## src/rtl/gf180mcu_osu_sc_9t_clkdiv_pkg.sv

```systemverilog
// Shared types and sizing helpers for the programmable clock-divider bank.
package gf180mcu_osu_sc_9t_clkdiv_pkg;

  localparam int CFG_DIV_W = 8;
  localparam int MAX_CH    = 16;

  typedef struct packed {
    logic [CFG_DIV_W-1:0] div;
    logic                 inv;
    logic                 en;
  } cfg_t;

  // Channel-select width; a single-channel bank still carries a 1-bit select.
  function automatic int ch_sel_w(input int n_ch);
    return (n_ch <= 1) ? 1 : $clog2(n_ch);
  endfunction

endpackage

```

## src/rtl/gf180mcu_osu_sc_9t_clkdiv_ch.sv

```systemverilog
// One divider channel: shadowed config, counter/phase state and a registered
// output. New settings are applied only at a full-period boundary.
module gf180mcu_osu_sc_9t_clkdiv_ch #(
  parameter int DIV_W = 8
) (
  input  logic             clk,
  input  logic             rn,
  input  logic             wr,
  input  logic [DIV_W-1:0] wr_div,
  input  logic             wr_inv,
  input  logic             wr_en,
  output logic             y,
  output logic             busy
);

  typedef struct packed {
    logic [DIV_W-1:0] div;
    logic             inv;
    logic             en;
  } ch_cfg_t;

  ch_cfg_t          act_q, act_d;
  ch_cfg_t          shd_q, shd_d;
  logic             pend_q, pend_d;
  logic [DIV_W-1:0] cnt_q, cnt_d;
  logic             ph_q, ph_d;
  logic             y_q, y_d;
  logic             wrap;
  logic             apply;

  assign wrap  = (cnt_q == act_q.div);
  // A running channel only switches at the end of its high half (ph == 1).
  assign apply = pend_q & (~act_q.en | (wrap & ph_q));

  always_comb begin
    act_d  = act_q;
    shd_d  = shd_q;
    pend_d = pend_q;
    cnt_d  = cnt_q;
    ph_d   = ph_q;
    y_d    = y_q;
    if (apply) begin
      act_d  = shd_q;
      pend_d = 1'b0;
      cnt_d  = '0;
      ph_d   = 1'b0;
      y_d    = shd_q.inv;
    end else if (act_q.en) begin
      if (wrap) begin
        cnt_d = '0;
        ph_d  = ~ph_q;
        y_d   = ~ph_q ^ act_q.inv;
      end else begin
        cnt_d = cnt_q + DIV_W'(1);
      end
    end else begin
      cnt_d = '0;
      ph_d  = 1'b0;
      y_d   = act_q.inv;
    end
    // A write can never coincide with an apply: it needs pend_q == 0.
    if (wr) begin
      shd_d.div = wr_div;
      shd_d.inv = wr_inv;
      shd_d.en  = wr_en;
      pend_d    = 1'b1;
    end
  end

  always_ff @(posedge clk) begin
    if (!rn) begin
      act_q  <= '0;
      shd_q  <= '0;
      pend_q <= 1'b0;
      cnt_q  <= '0;
      ph_q   <= 1'b0;
      y_q    <= 1'b0;
    end else begin
      act_q  <= act_d;
      shd_q  <= shd_d;
      pend_q <= pend_d;
      cnt_q  <= cnt_d;
      ph_q   <= ph_d;
      y_q    <= y_d;
    end
  end

  assign y    = y_q;
  assign busy = pend_q;

endmodule

```

## src/rtl/gf180mcu_osu_sc_9t_clkdiv_bank.sv

```systemverilog
// Bank of independent even-ratio clock dividers sharing one config bus.
// Only the handshake decode lives here; all state is in the channels.
module gf180mcu_osu_sc_9t_clkdiv_bank
  import gf180mcu_osu_sc_9t_clkdiv_pkg::*;
#(
  parameter int N_CH  = 4,
  parameter int DIV_W = 8
) (
  input  logic                          CLK,
  input  logic                          RN,
  input  logic                          CFG_VLD,
  output logic                          CFG_RDY,
  input  logic [ch_sel_w(N_CH)-1:0]     CFG_CH,
  input  logic [DIV_W-1:0]              CFG_DIV,
  input  logic                          CFG_INV,
  input  logic                          CFG_EN,
  output logic [N_CH-1:0]               Y,
  output logic [N_CH-1:0]               BUSY
);

  logic [3:0]        ch_idx;
  logic              ch_ok;
  logic [MAX_CH-1:0] busy_ext;

  assign ch_idx   = 4'(CFG_CH);
  assign ch_ok    = ({1'b0, ch_idx} < 5'(N_CH));
  assign busy_ext = MAX_CH'(BUSY);
  // Requests to non-existent channels are always accepted and dropped.
  assign CFG_RDY  = ~ch_ok | ~busy_ext[ch_idx];

  for (genvar i = 0; i < N_CH; i++) begin : g_ch
    logic ch_wr;
    assign ch_wr = CFG_VLD & CFG_RDY & ch_ok & (ch_idx == 4'(i));

    gf180mcu_osu_sc_9t_clkdiv_ch #(
      .DIV_W(DIV_W)
    ) u_ch (
      .clk    (CLK),
      .rn     (RN),
      .wr     (ch_wr),
      .wr_div (CFG_DIV),
      .wr_inv (CFG_INV),
      .wr_en  (CFG_EN),
      .y      (Y[i]),
      .busy   (BUSY[i])
    );
  end

endmodule
```

## config.mk

```make
export PLATFORM = sky130hd
export DESIGN_NAME = gf180mcu_osu_sc_9t_clkdiv_bank
export DESIGN_NICKNAME = d
export VERILOG_FILES = /design/src/rtl/gf180mcu_osu_sc_9t_clkdiv_pkg.sv /design/src/rtl/gf180mcu_osu_sc_9t_clkdiv_ch.sv /design/src/rtl/gf180mcu_osu_sc_9t_clkdiv_bank.sv
export SDC_FILE = /design/constraint.sdc
export NUM_CORES = 1
export LEC_CHECK = 0
export CORE_ASPECT_RATIO = 1.75
export CORE_MARGIN = 5
export CORE_UTILIZATION = 55
export CTS_BUF_LIST = sky130_fd_sc_hd__clkbuf_4 sky130_fd_sc_hd__clkbuf_8
export CTS_CLUSTER_SIZE = 16
export DETAILED_ROUTE_END_ITERATION = 8
export GPL_ROUTABILITY_DRIVEN = 0
export HOLD_SLACK_MARGIN = 0.1
export PLACE_DENSITY = 0.76
export SLEW_MARGIN = 15
export SYNTH_ARGS = -nofsm -noshare
export SYNTH_HDL_FRONTEND = slang
export SYNTH_SLANG_ARGS = --single-unit
```

## constraint.sdc

```tcl
create_clock -name CLK -period 1.8 [get_ports CLK]
set_clock_uncertainty 0.1 [all_clocks]
set_input_delay 0.45 -clock CLK [delete_from_list [all_inputs] [get_ports CLK]]
set_output_delay 0.45 -clock CLK [all_outputs]
set_load 0.03 [all_outputs]
```

==> impl_metrics.py <==
metrics = {
    "sta": {
        "final_hold_viol_count": 0,
        "rsz0062_at_grt": "yes",
        "finalSetupViolCount": 1,
        "drv_slew": 0,
        "fin_crit_sh_pct": 103.4,
        "fin_crit_ns": 1.862,
        "worst_slack_ns": -0.06196,
        "worst_pin_slew_ns": 0.3494,
        "max_slew_margin_pct": 76.52,
        "fmax_mhz": 537.1,
    },
    "finish": {
        "area_growth_syn_to_layout_pct": 20.20,
        "multiInputGateArea_um2": 2691,
        "drive_above_1_share_pct": 16.38,
        "register_area_um2": 2492,
        "antenna_cells": 0,
        "nets": 696,
        "finalInstanceArea_um2": 6417,
        "final_cells": 812,
        "final.fill_count": 739,
    },
    "power": {
        "p_int_w": 0.004185,
        "ir_drop_uv": 581.6,
        "pwr-share-comb_pct": 5.7,
        "p_sw_share_pct": 24.09,
        "power.density_nw_per_um2": 859.1,
        "power_frac_clock_pct": 43.4,
        "switchingPower_w": 0.001328,
        "leakage_nw": 2.431,
        "p_seq_share_pct": 50.9,
    },
    "synth": {
        "yosysSeqAreaShare_pct": 46.50,
        "ys_types": 41,
        "yosysWarningCount": 0,
        "synth_top_area_share_pct": 46.50,
        "synth-seq-cells": 124,
        "yosysTopAreaCell": "dfxtp_1",
        "syn_area_um2": 5339,
        "synthTopCellsByArea": "dfxtp_1, nand2_1, xnor2_1, xor2_1, a21boi_0",
        "postSynthCellCount": 622,
        "synth.avg_cell_area_um2": 8.583,
        "synth_nets": 641,
    },
    "clocking": {
        "htree_levels": 4,
        "cts_tree": "built",
        "clk_latency_ns": 0.43,
        "cts_made_buffers": 17,
        "cts.clk_slew.worst_paths_ns": 0.08,
        "ctsLongestPathBuffers": 2,
        "clock_sinks": 124,
        "cts-root-buf": "clkbuf_8",
    },
    "placement": {
        "post_dp_cell_area_um2": 5887,
        "place_ws_ns": -0.2360,
        "port_buffers": 23,
        "dp.cells": 773,
        "dp_hpwl_mm": 7.925,
    },
    "worst_hold_path": {
        "worst_hold_path.endpoint": "g_ch[3].u_ch.act_q[4]",
        "whs_path_depth": 2,
        "hold_path.class": "register to register",
        "hp-start": "g_ch[3].u_ch.shd_q[4]",
    },
    "grt": {
        "grt_pass1_wl_mm": 18.95,
        "grt_pass1_vias": 4246,
        "antenna_found_initial": 0,
        "grt_overflow_total": 0,
        "grt.total_usage_pct": 19.73,
        "grt_max_degree": 92,
    },
    "critical_path": {
        "rrSetupSlack_ns": 0.04,
        "max_stage_delay_ns": 0.34,
        "crit_family": "flip-flops",
        "crit_buf_inv": 2,
        "cp_slowest_cell": "dfxtp_2",
        "reg2reg_from": "g_ch[2].u_ch.cnt_q[3]",
        "worstPathArrival_ns": 1.31,
        "end_kind": "output port",
        "critPathLaunchType": "register",
        "path_cells": "buf_6, nor2_4, o21ai_2, o21ai_1, buf_4",
        "r2r_end": "g_ch[2].u_ch.act_q[3]",
        "criticalPathCategory": "register to output port",
        "ff2ff_path_depth": 6,
        "required_ns": 1.25,
        "crit_fanout": 5,
    },
    "route": {
        "drc_errors": 0,
        "routedWlPerCell_um": 13.94,
        "vias": 4328,
        "wirelength_mm": 11.32,
        "drt_iter0_drc": 266,
        "firstDrtPassIters": 4,
        "viasPerCell": 5.330,
        "drtAntennaViolNets": 0,
    },
    "die": {
        "dieArea_um2": 11850,
        "die_y_um": 140.3,
        "num_rows": 47,
        "die_w_um": 84.48,
        "coreArea_um2": 9468,
        "io_pins": 24,
        "start_util_pct": 56.39,
    },
    "run_status": {
        "violations": "negative setup slack",
        "status": "finished, violations left",
    },
    "job": {
        "drv_cap": 0,
    },
}
-- power groups by stage --
stage / Sequential, W / Clock [W] / Combinational [W]
5_1_grt: 0.00281 / 0.00255 / 0.000345
3_5_place_dp: 0.00287 / 0 / 0.000297
6_report: 0.00280 / 0.00239 / 0.000316
3_3_place_gp: 0.00286 / 0 / 0.000289
2_1_floorplan: 0.00286 / 0 / 0.000166
4_1_cts: 0.00280 / 0.00243 / 0.000297
-- placed cells by master (no fill, tap or decap), types with 19 or more instances in the layout --
cell / netlist / routed
a21boi_0: 33 / 33
buf_4: 9 / 40
dfxtp_1: 124 / 116
mux2i_1: 20 / 20
nand2_1: 158 / 156
nand3_1: 41 / 41
nor2_1: 34 / 32
o21ai_0: 22 / 19
xnor2_1: 31 / 31
xor2_1: 29 / 29
-- sequential cells by signal (all words and copies together), names as in the netlist --
signal,count
g_ch.u_ch.y,4
g_ch.u_ch.act_q,40
g_ch.u_ch.shd_q,40
g_ch.u_ch.busy,4
g_ch.u_ch.ph_q,4
g_ch.u_ch.cnt_q,32
-- kinds of logic after synthesis --
group / Yosys count / synth area share, %
adders and majority gates: 4 / 0.9375
muxes: 20 / 3.750
xor gates and xnor gates: 60 / 9.843
and+or+nand+nor: 271 / 22.17
AOI/OAI and AO/OA: 96 / 12.49
DFF: 124 / 46.50
buffers and inverters: 47 / 4.312
-- through the flow --
stage | TNS (ns) | hold slack, ns | total power, W | utilization, %
after global placement | -4.212 | 0.3334 | 0.003154 | 62.18
after floorplan | 0 | 0.3243 | 0.003026 | -
final | -0.06196 | 0.3531 | 0.005513 | 67.78
after CTS | -0.1106 | 0.3543 | 0.005527 | 66.49
after detailed placement | -6.724 | 0.3456 | 0.003163 | 62.18
after global routing | -0.4396 | 0.3642 | 0.005703 | 67.78
-- tightest hold or removal path, cell delays in order (launching register included) --
cell and delay (ns):
dfxtp_1 0.31, nand2_1 0.05, mux2i_1 0.05
-- layer usage --
layer | global-route usage (%) | vias to the layer above | wire, um
met5 | 0 | - | 0
met4 | 9.174 | 0 | 206
met3 | 4.172 | 21 | 405
met2 | 36.47 | 72 | 6207
met1 | 21.02 | 2052 | 4498
li1 | - | 2183 | -
-- cell type report --
type | count | share of cell area [%]
inverters | 12 | 0.7409
flip-flops and latches | 124 | 38.84
multi-input cells | 451 | 41.94
clock buffers | 18 | 3.860
repair buffers | 71 | 9.982
clock inverters | 14 | 2.262
well taps | 122 | 2.379
-- synthesized netlist by cell type --
library cell	n
a211oi_1	4
a21boi_0	33
a21o_1	2
a21oi_1	17
a221o_1	1
a221oi_1	1
a31oi_1	1
and3_1	10
and3_2	2
buf_2	4
buf_4	9
buf_6	2
clkbuf_1	20
clkinv_1	1
dfxtp_1	124
ha_1	4
inv_1	11
mux2i_1	20
nand2_1	158
nand2b_1	3
nand3_1	41
nand3_2	1
nand3b_1	3
nand4_1	2
nand4_2	2
nor2_1	34
nor2b_1	2
nor3_1	7
nor3b_2	1
nor4_1	2
o211ai_1	2
o21a_1	3
o21ai_0	22
o21ai_2	2
o22ai_1	3
o31ai_1	1
o41ai_1	2
o41ai_4	2
or3_1	3
xnor2_1	31
xor2_1	29
-- worst max path at each step --
stage | startpoint | endpoint | cells after the start
global placement | CFG_CH[1] | CFG_RDY | 6
finish | g_ch[1].u_ch.busy | CFG_RDY | 5
detailed placement | CFG_CH[1] | CFG_RDY | 5
global route | g_ch[1].u_ch.busy | CFG_RDY | 5
floorplan | g_ch[2].u_ch.busy | CFG_RDY | 4
CTS | g_ch[1].u_ch.busy | CFG_RDY | 5
-- what timing repair did --
action | 4_1_cts | 5_1_grt
hold buffers | 0 | 0
resized for setup | 21 | 25
pin swaps | 1 | 11
setup endpoints to repair | 21 | 33
gates cloned | 0 | 1
setup buffers | 0 | 6
No activity file was read; power rests on OpenSTA's default activity.
